$ cat src/rtl/core_mem_arbiter_if.sv
// Core-side fetch/data ports and the shared Avalon-MM master port of core_mem_arbiter.
// The master modport is the arbiter's view; slave is the core plus interconnect.
interface core_mem_arbiter_if #(
    parameter int unsigned ADDR_W = 32,
    parameter int unsigned DATA_W = 32
);
    logic [ADDR_W-1:0] i_addr;
    logic              i_read;
    logic [DATA_W-1:0] i_rdata;
    logic              i_done;
    logic              i_stall;
    logic              i_err;

    logic [ADDR_W-1:0] d_addr;
    logic              d_read;
    logic              d_write;
    logic [DATA_W-1:0] d_wdata;
    logic [3:0]        d_byteenable;
    logic [DATA_W-1:0] d_rdata;
    logic              d_done;
    logic              d_stall;
    logic              d_err;

    logic [ADDR_W-1:0] avm_address;
    logic              avm_read;
    logic              avm_write;
    logic [DATA_W-1:0] avm_writedata;
    logic [3:0]        avm_byteenable;
    logic              avm_waitrequest;
    logic [DATA_W-1:0] avm_readdata;
    logic              avm_readdatavalid;

    logic              grant_d;
    logic              busy;

    modport master (
        input  i_addr, i_read,
        output i_rdata, i_done, i_stall, i_err,
        input  d_addr, d_read, d_write, d_wdata, d_byteenable,
        output d_rdata, d_done, d_stall, d_err,
        output avm_address, avm_read, avm_write, avm_writedata, avm_byteenable,
        input  avm_waitrequest, avm_readdata, avm_readdatavalid,
        output grant_d, busy
    );

    modport slave (
        output i_addr, i_read,
        input  i_rdata, i_done, i_stall, i_err,
        output d_addr, d_read, d_write, d_wdata, d_byteenable,
        input  d_rdata, d_done, d_stall, d_err,
        input  avm_address, avm_read, avm_write, avm_writedata, avm_byteenable,
        output avm_waitrequest, avm_readdata, avm_readdatavalid,
        input  grant_d, busy
    );
endinterface

$ cat src/rtl/core_mem_arbiter.sv
// Shares one Avalon-MM master between the core's fetch and data ports, one
// transaction in flight, with per-port held read data and stall generation.
module core_mem_arbiter #(
    parameter int unsigned      ADDR_W       = 32,
    parameter int unsigned      DATA_W       = 32,
    parameter int unsigned      MAX_D_STREAK = 4,
    parameter int unsigned      TIMEOUT      = 255,
    parameter logic [DATA_W-1:0] ERR_DATA    = 32'hDEAD_BEEF
) (
    input  logic clk,
    input  logic reset,
    core_mem_arbiter_if.master bus
);
    localparam int unsigned STREAK_W = $clog2(MAX_D_STREAK + 1);
    localparam int unsigned TO_W     = $clog2(TIMEOUT + 1);
    localparam int unsigned BE_W     = 4;

    typedef enum logic [1:0] {IDLE, ISSUE, WAIT_DATA} state_t;

    state_t              state_q, state_nxt;
    logic [ADDR_W-1:0]   addr_q, addr_nxt;
    logic                rd_q, rd_nxt;
    logic                wr_q, wr_nxt;
    logic [DATA_W-1:0]   wdata_q, wdata_nxt;
    logic [BE_W-1:0]     be_q, be_nxt;
    logic [DATA_W-1:0]   i_rdata_q, i_rdata_nxt;
    logic [DATA_W-1:0]   d_rdata_q, d_rdata_nxt;
    logic                i_done_q, i_done_nxt;
    logic                d_done_q, d_done_nxt;
    logic                i_err_q, i_err_nxt;
    logic                d_err_q, d_err_nxt;
    logic                grant_d_q, grant_d_nxt;
    logic                busy_q;
    logic [STREAK_W-1:0] streak_q, streak_nxt;
    logic [TO_W-1:0]     tcnt_q, tcnt_nxt;
    logic                d_req;
    logic                pick_i;
    logic [DATA_W-1:0]   rsp_word;
    logic                rsp_err;

    // Data wins unless the fetch port has been starved for MAX_D_STREAK grants.
    assign d_req  = bus.d_read | bus.d_write;
    assign pick_i = bus.i_read & (~d_req | (streak_q == STREAK_W'(MAX_D_STREAK)));

    // A timeout completes the read with the error word instead of slave data.
    assign rsp_word = bus.avm_readdatavalid ? bus.avm_readdata : ERR_DATA;
    assign rsp_err  = ~bus.avm_readdatavalid;

    always_ff @(posedge clk) begin
        if (reset) begin
            state_q   <= IDLE;
            addr_q    <= '0;
            rd_q      <= 1'b0;
            wr_q      <= 1'b0;
            wdata_q   <= '0;
            be_q      <= '0;
            i_rdata_q <= '0;
            d_rdata_q <= '0;
            i_done_q  <= 1'b0;
            d_done_q  <= 1'b0;
            i_err_q   <= 1'b0;
            d_err_q   <= 1'b0;
            grant_d_q <= 1'b0;
            busy_q    <= 1'b0;
            streak_q  <= '0;
            tcnt_q    <= '0;
        end else begin
            state_q   <= state_nxt;
            addr_q    <= addr_nxt;
            rd_q      <= rd_nxt;
            wr_q      <= wr_nxt;
            wdata_q   <= wdata_nxt;
            be_q      <= be_nxt;
            i_rdata_q <= i_rdata_nxt;
            d_rdata_q <= d_rdata_nxt;
            i_done_q  <= i_done_nxt;
            d_done_q  <= d_done_nxt;
            i_err_q   <= i_err_nxt;
            d_err_q   <= d_err_nxt;
            grant_d_q <= grant_d_nxt;
            busy_q    <= (state_nxt != IDLE);
            streak_q  <= streak_nxt;
            tcnt_q    <= tcnt_nxt;
        end
    end

    always_comb begin
        state_nxt   = state_q;
        addr_nxt    = addr_q;
        rd_nxt      = rd_q;
        wr_nxt      = wr_q;
        wdata_nxt   = wdata_q;
        be_nxt      = be_q;
        i_rdata_nxt = i_rdata_q;
        d_rdata_nxt = d_rdata_q;
        i_done_nxt  = 1'b0;
        d_done_nxt  = 1'b0;
        i_err_nxt   = 1'b0;
        d_err_nxt   = 1'b0;
        grant_d_nxt = grant_d_q;
        streak_nxt  = streak_q;
        tcnt_nxt    = tcnt_q;

        unique case (state_q)
            IDLE: begin
                if (d_req | bus.i_read) begin
                    state_nxt = ISSUE;
                    if (pick_i) begin
                        addr_nxt    = bus.i_addr;
                        rd_nxt      = 1'b1;
                        wr_nxt      = 1'b0;
                        wdata_nxt   = '0;
                        be_nxt      = '1;
                        grant_d_nxt = 1'b0;
                        streak_nxt  = '0;
                    end else begin
                        addr_nxt    = bus.d_addr;
                        rd_nxt      = bus.d_read;
                        wr_nxt      = bus.d_write;
                        wdata_nxt   = bus.d_wdata;
                        be_nxt      = bus.d_byteenable;
                        grant_d_nxt = 1'b1;
                        streak_nxt  = bus.i_read ? streak_q + STREAK_W'(1) : '0;
                    end
                end
            end
            ISSUE: begin
                if (!bus.avm_waitrequest) begin
                    rd_nxt = 1'b0;
                    wr_nxt = 1'b0;
                    if (wr_q) begin
                        d_done_nxt = 1'b1;
                        state_nxt  = IDLE;
                    end else begin
                        tcnt_nxt  = '0;
                        state_nxt = WAIT_DATA;
                    end
                end
            end
            WAIT_DATA: begin
                if (bus.avm_readdatavalid || (tcnt_q == TO_W'(TIMEOUT))) begin
                    state_nxt = IDLE;
                    if (grant_d_q) begin
                        d_rdata_nxt = rsp_word;
                        d_done_nxt  = 1'b1;
                        d_err_nxt   = rsp_err;
                    end else begin
                        i_rdata_nxt = rsp_word;
                        i_done_nxt  = 1'b1;
                        i_err_nxt   = rsp_err;
                    end
                end else begin
                    tcnt_nxt = tcnt_q + TO_W'(1);
                end
            end
            default: state_nxt = IDLE;
        endcase
    end

    assign bus.avm_address    = addr_q;
    assign bus.avm_read       = rd_q;
    assign bus.avm_write      = wr_q;
    assign bus.avm_writedata  = wdata_q;
    assign bus.avm_byteenable = be_q;
    assign bus.i_rdata        = i_rdata_q;
    assign bus.i_done         = i_done_q;
    assign bus.i_err          = i_err_q;
    assign bus.d_rdata        = d_rdata_q;
    assign bus.d_done         = d_done_q;
    assign bus.d_err          = d_err_q;
    assign bus.grant_d        = grant_d_q;
    assign bus.busy           = busy_q;

    // Stalls must drop in the done cycle itself so the core advances on that edge.
    assign bus.i_stall = bus.i_read & ~i_done_q;
    assign bus.d_stall = (bus.d_read | bus.d_write) & ~d_done_q;
endmodule

$ cat src/flat_wrapper.sv
// flat-port wrapper written by rule: the top's interface ports become plain ports
module core_mem_arbiter_flat 
#(
    parameter int unsigned      ADDR_W       = 32,
    parameter int unsigned      DATA_W       = 32,
    parameter int unsigned      MAX_D_STREAK = 4,
    parameter int unsigned      TIMEOUT      = 255,
    parameter logic [DATA_W-1:0] ERR_DATA    = 32'hDEAD_BEEF
)
  (clk, reset, bus_i_addr, bus_i_read, bus_i_rdata, bus_i_done, bus_i_stall, bus_i_err, bus_d_addr, bus_d_read, bus_d_write, bus_d_wdata, bus_d_byteenable, bus_d_rdata, bus_d_done, bus_d_stall, bus_d_err, bus_avm_address, bus_avm_read, bus_avm_write, bus_avm_writedata, bus_avm_byteenable, bus_avm_waitrequest, bus_avm_readdata, bus_avm_readdatavalid, bus_grant_d, bus_busy);
  core_mem_arbiter_if #(.ADDR_W(ADDR_W), .DATA_W(DATA_W)) bus_i ();
  input  logic clk;
  input  logic reset;
  input wire logic [$bits(bus_i.i_addr)-1:0] bus_i_addr;
  input wire logic [$bits(bus_i.i_read)-1:0] bus_i_read;
  output wire logic [$bits(bus_i.i_rdata)-1:0] bus_i_rdata;
  output wire logic [$bits(bus_i.i_done)-1:0] bus_i_done;
  output wire logic [$bits(bus_i.i_stall)-1:0] bus_i_stall;
  output wire logic [$bits(bus_i.i_err)-1:0] bus_i_err;
  input wire logic [$bits(bus_i.d_addr)-1:0] bus_d_addr;
  input wire logic [$bits(bus_i.d_read)-1:0] bus_d_read;
  input wire logic [$bits(bus_i.d_write)-1:0] bus_d_write;
  input wire logic [$bits(bus_i.d_wdata)-1:0] bus_d_wdata;
  input wire logic [$bits(bus_i.d_byteenable)-1:0] bus_d_byteenable;
  output wire logic [$bits(bus_i.d_rdata)-1:0] bus_d_rdata;
  output wire logic [$bits(bus_i.d_done)-1:0] bus_d_done;
  output wire logic [$bits(bus_i.d_stall)-1:0] bus_d_stall;
  output wire logic [$bits(bus_i.d_err)-1:0] bus_d_err;
  output wire logic [$bits(bus_i.avm_address)-1:0] bus_avm_address;
  output wire logic [$bits(bus_i.avm_read)-1:0] bus_avm_read;
  output wire logic [$bits(bus_i.avm_write)-1:0] bus_avm_write;
  output wire logic [$bits(bus_i.avm_writedata)-1:0] bus_avm_writedata;
  output wire logic [$bits(bus_i.avm_byteenable)-1:0] bus_avm_byteenable;
  input wire logic [$bits(bus_i.avm_waitrequest)-1:0] bus_avm_waitrequest;
  input wire logic [$bits(bus_i.avm_readdata)-1:0] bus_avm_readdata;
  input wire logic [$bits(bus_i.avm_readdatavalid)-1:0] bus_avm_readdatavalid;
  output wire logic [$bits(bus_i.grant_d)-1:0] bus_grant_d;
  output wire logic [$bits(bus_i.busy)-1:0] bus_busy;
  assign bus_i.i_addr = bus_i_addr;
  assign bus_i.i_read = bus_i_read;
  assign bus_i_rdata = bus_i.i_rdata;
  assign bus_i_done = bus_i.i_done;
  assign bus_i_stall = bus_i.i_stall;
  assign bus_i_err = bus_i.i_err;
  assign bus_i.d_addr = bus_d_addr;
  assign bus_i.d_read = bus_d_read;
  assign bus_i.d_write = bus_d_write;
  assign bus_i.d_wdata = bus_d_wdata;
  assign bus_i.d_byteenable = bus_d_byteenable;
  assign bus_d_rdata = bus_i.d_rdata;
  assign bus_d_done = bus_i.d_done;
  assign bus_d_stall = bus_i.d_stall;
  assign bus_d_err = bus_i.d_err;
  assign bus_avm_address = bus_i.avm_address;
  assign bus_avm_read = bus_i.avm_read;
  assign bus_avm_write = bus_i.avm_write;
  assign bus_avm_writedata = bus_i.avm_writedata;
  assign bus_avm_byteenable = bus_i.avm_byteenable;
  assign bus_i.avm_waitrequest = bus_avm_waitrequest;
  assign bus_i.avm_readdata = bus_avm_readdata;
  assign bus_i.avm_readdatavalid = bus_avm_readdatavalid;
  assign bus_grant_d = bus_i.grant_d;
  assign bus_busy = bus_i.busy;
  core_mem_arbiter #(.ADDR_W(ADDR_W), .DATA_W(DATA_W), .MAX_D_STREAK(MAX_D_STREAK), .TIMEOUT(TIMEOUT), .ERR_DATA(ERR_DATA)) u_core (.clk(clk), .reset(reset), .bus(bus_i));
endmodule
$ cat config.mk
export PLATFORM = sky130hd
export DESIGN_NAME = core_mem_arbiter_flat
export DESIGN_NICKNAME = d
export VERILOG_FILES = /design/src/rtl/core_mem_arbiter_if.sv /design/src/rtl/core_mem_arbiter.sv /design/src/flat_wrapper.sv
export SDC_FILE = /design/constraint.sdc
export NUM_CORES = 1
export LEC_CHECK = 0
export CORE_ASPECT_RATIO = 0.5
export CORE_MARGIN = 1
export CORE_UTILIZATION = 42
export CTS_CLUSTER_SIZE = 14
export DETAILED_ROUTE_END_ITERATION = 16
export PLACE_DENSITY_LB_ADDON = 0.15
export SLEW_MARGIN = 10
export SYNTH_ARGS = -nofsm -noshare
export SYNTH_HDL_FRONTEND = slang
export SYNTH_SLANG_ARGS = --single-unit
$ cat constraint.sdc
create_clock -name clk -period 2.35 [get_ports clk]
set_input_delay 0.235 -clock clk [delete_from_list [all_inputs] [get_ports clk]]
set_output_delay 0.235 -clock clk [all_outputs]
set_load 0.02 [all_outputs]
==> results.toml <==
[timing]
finalSetupTns_ns = 0
timing.fmax_mhz = 501
setup_viol = 0
period_share = 0.849
fin_skew_ns = 0.0104
final.min_clock_period_ns = 2.00
rsz0062_at_grt = "no"
worst_slack_ns = 0.354
worst_slew_pin_slew_ns = 0.609
whs_ns = 0.296
hold_viol = 0
drv_slew = 0
relSlewSlack = 0.590

[place]
dp.cells = 1133
post-place-ws_ns = 0.307
dp_hpwl_um = 13200
gp_congestion = 0.816
io_buffer_count = 280

[clocking]
clk_path_buf_depth = 2
cts_inserted_buffers = 17
htreeDepth = 4
insertion_delay_ns = 0.41
post_cts_buffers = 0
cts.repair.resized = 0
cts_tree = "built"
cts_hold_repair.buffers = 0
path_clk_slew_ns = 0.06
cts_root_buffer = "clkbuf_16"
cts_sinks = 153

[outcome]
status = "finished clean"

[setup_path]
start_kind = "primary input"
crit_fanout = 7
rr_startpoint = "u_core.state_q[0]$_SDFF_PP0_"
cp.required_ns = 2.12
startpoint = "bus_d_write"
cp-end-kind = "primary output"
worstPathArrival_ns = 1.76
timing_worst_setup_path_type = "primary input to primary output"
r2r_slack_ns = 0.36

[detailed_routing]
first_iter_violations = 379
ant_nets = 0
vias = 6186
dr.pass1.iters = 5
wirelength_um = 19300
viasPerCell = 5.31
drc = 0
wire_per_inst_um = 16.6

[final_layout]
syn2layout_area_growth_pct = 54.5
fin_nets = 1100
fillers = 1230
instances_no_fill = 1166
drive_gt1_frac = 0.0672

[yosys]
synth.most_common_cell = "dfxtp_1"
yosys.area_share.simple = 0.186
postSynthCellCount = 704
synthMuxAreaShare = 0.0268
synthTopCellsByCount = "dfxtp_1 (153), nor2_1 (87), a21oi_1 (66), a211oi_1 (48), nand2_1 (46)"
synth_top_family_by_area = "compound AO/OA/AOI/OAI gates"
synth_fp_nets = 850
ys_ff_latch = 153
synthAdderAreaFrac = 0.0138
synth.distinct_cells = 54
syn_area_per_cell_sq_um = 9.02
synthTopCellsByArea = "dfxtp_1 (48%), a211oi_1 (5.7%), a21oi_1 (5.2%)"
synth_compound_area_frac = 0.226
synth-seq-area-share = 0.482
async_reset_ff_frac = 0
synth_edf_count = 0
synth_xor_area_frac = 0
syn_area_sq_mm = 0.00635
yosys.area.top_type = "dfxtp_1"
synth.top_cell.area_share = 0.482
synth_ff_type = "dfxtp_1"
yosys_warnings = 0

[pwr]
leakagePower_nw = 3.65
internal_power_mw = 5.12
p_comb_frac = 0.234
totalPowerFinal_mw = 7.37
clock_power_share = 0.370
switching_share = 0.305
switching_power_mw = 2.25
cellPowerDensity_mw_per_mm2 = 751
seqPwrFrac = 0.396
ir_drop_v = 0.000512

[grt]
track_usage = 0.238
grt_max_degree = 69
antenna_found_initial = 0
grt_pass1_wl_um = 29500
grt_overflow = 0
grt_pass1_vias = 5705

[die]
die_width_um = 176
dieArea_sq_mm = 0.0157
coreArea_sq_mm = 0.0146
fp.dieH_um = 89.0
num_io_pins = 281
num_rows = 31
start_util = 0.434

[min_path]
hp-start = "bus_i_read"
hold_path.class = "primary input to flip-flop"

[run]
drv_cap = 0
[kinds of logic after synthesis]
kind of cell / count (synthesis)
simple gates: 242
compound gates: 209
flops: 153
buf+inv: 76
mux: 17
fa+ha+maj: 7
[state kept, by name, summed over array words and instances (netlist names)]
name                       flops
u_core.bus.d_err               1
u_core.bus.avm_writedata      32
u_core.bus.i_done              1
u_core.bus.avm_write           1
u_core.bus.i_err               1
u_core.bus.d_rdata            32
u_core.state_q                 2
u_core.bus.grant_d             1
u_core.tcnt_q                  8
u_core.bus.busy                1
u_core.bus.avm_byteenable      4
u_core.bus.i_rdata            32
u_core.bus.d_done              1
u_core.bus.avm_read            1
u_core.streak_q                3
u_core.bus.avm_address        32
[power by group through the flow]
stage	clock [mW]	sequential [mW]	combinational, mW
2_1_floorplan	0	3.20	0.694
3_3_place_gp	0	2.96	1.71
3_5_place_dp	0	2.97	1.73
4_1_cts	2.77	2.92	1.73
5_1_grt	2.91	2.94	1.86
6_report	2.72	2.92	1.73
[cells in the final DEF (no fill, tap or decap), drive strengths merged, types with 16 or more instances in the layout]
cell           instances
buf                   20
a21oi                 66
clkdlybuf4s50        278
nand2                 48
nor2b                 18
dfxtp                153
nor2                  87
a22oi                 32
inv                   16
nand3                 35
nand2b                19
a311oi                32
clkbuf                17
mux2i                 17
a211oi                49
[routing by layer]
metal  part of all wire  GRT usage  vias to the layer above
met2               0.48      0.404                      209
met3              0.082     0.0804                       14
met1               0.43      0.297                     2908
met5                  0          0                        -
li1                   -          -                     3055
met4             0.0084     0.0561                        0
[path summary, 6_finish.rpt]
kind / to / cells after the start
min: u_core.streak_q[2]$_SDFFE_PP0P_ / 4
min reg2reg: u_core.bus.avm_read$_SDFFE_PP0P_ / 2
max reg2reg: u_core.bus.d_rdata[18]$_SDFFE_PP0P_ / 7
max: bus_d_stall / 4
[per-stage QoR]
stage | utilization | instance area (sq um)
2_1_floorplan | - | 6350
3_3_place_gp | 0.631 | 9230
3_5_place_dp | 0.631 | 9230
4_1_cts | 0.671 | 9810
5_1_grt | 0.671 | 9810
6_report | 0.671 | 9810
[cell type report]
| cell class | count | area [sq um] | area share |
|---|---|---|---|
| Timing Repair Buffer | 298 | 2970 | 0.302 |
| Multi-Input combinational cell | 475 | 2910 | 0.297 |
| Sequential cell | 153 | 3060 | 0.312 |
| Clock buffer | 17 | 425 | 0.0434 |
| Clock inverter | 15 | 159 | 0.0162 |
| Inverter | 9 | 33.8 | 0.00344 |
| Antenna cell | 1 | 2.50 | 0.000255 |
| Tap cell | 198 | 248 | 0.0252 |
[critical path, stage by stage]
cell	delay, ns
clkdlybuf4s50_1	0.69
nor2_1	0.11
nor2_1	0.10
clkdlybuf4s50_1	0.62
Power figures use the tool's default switching activity.
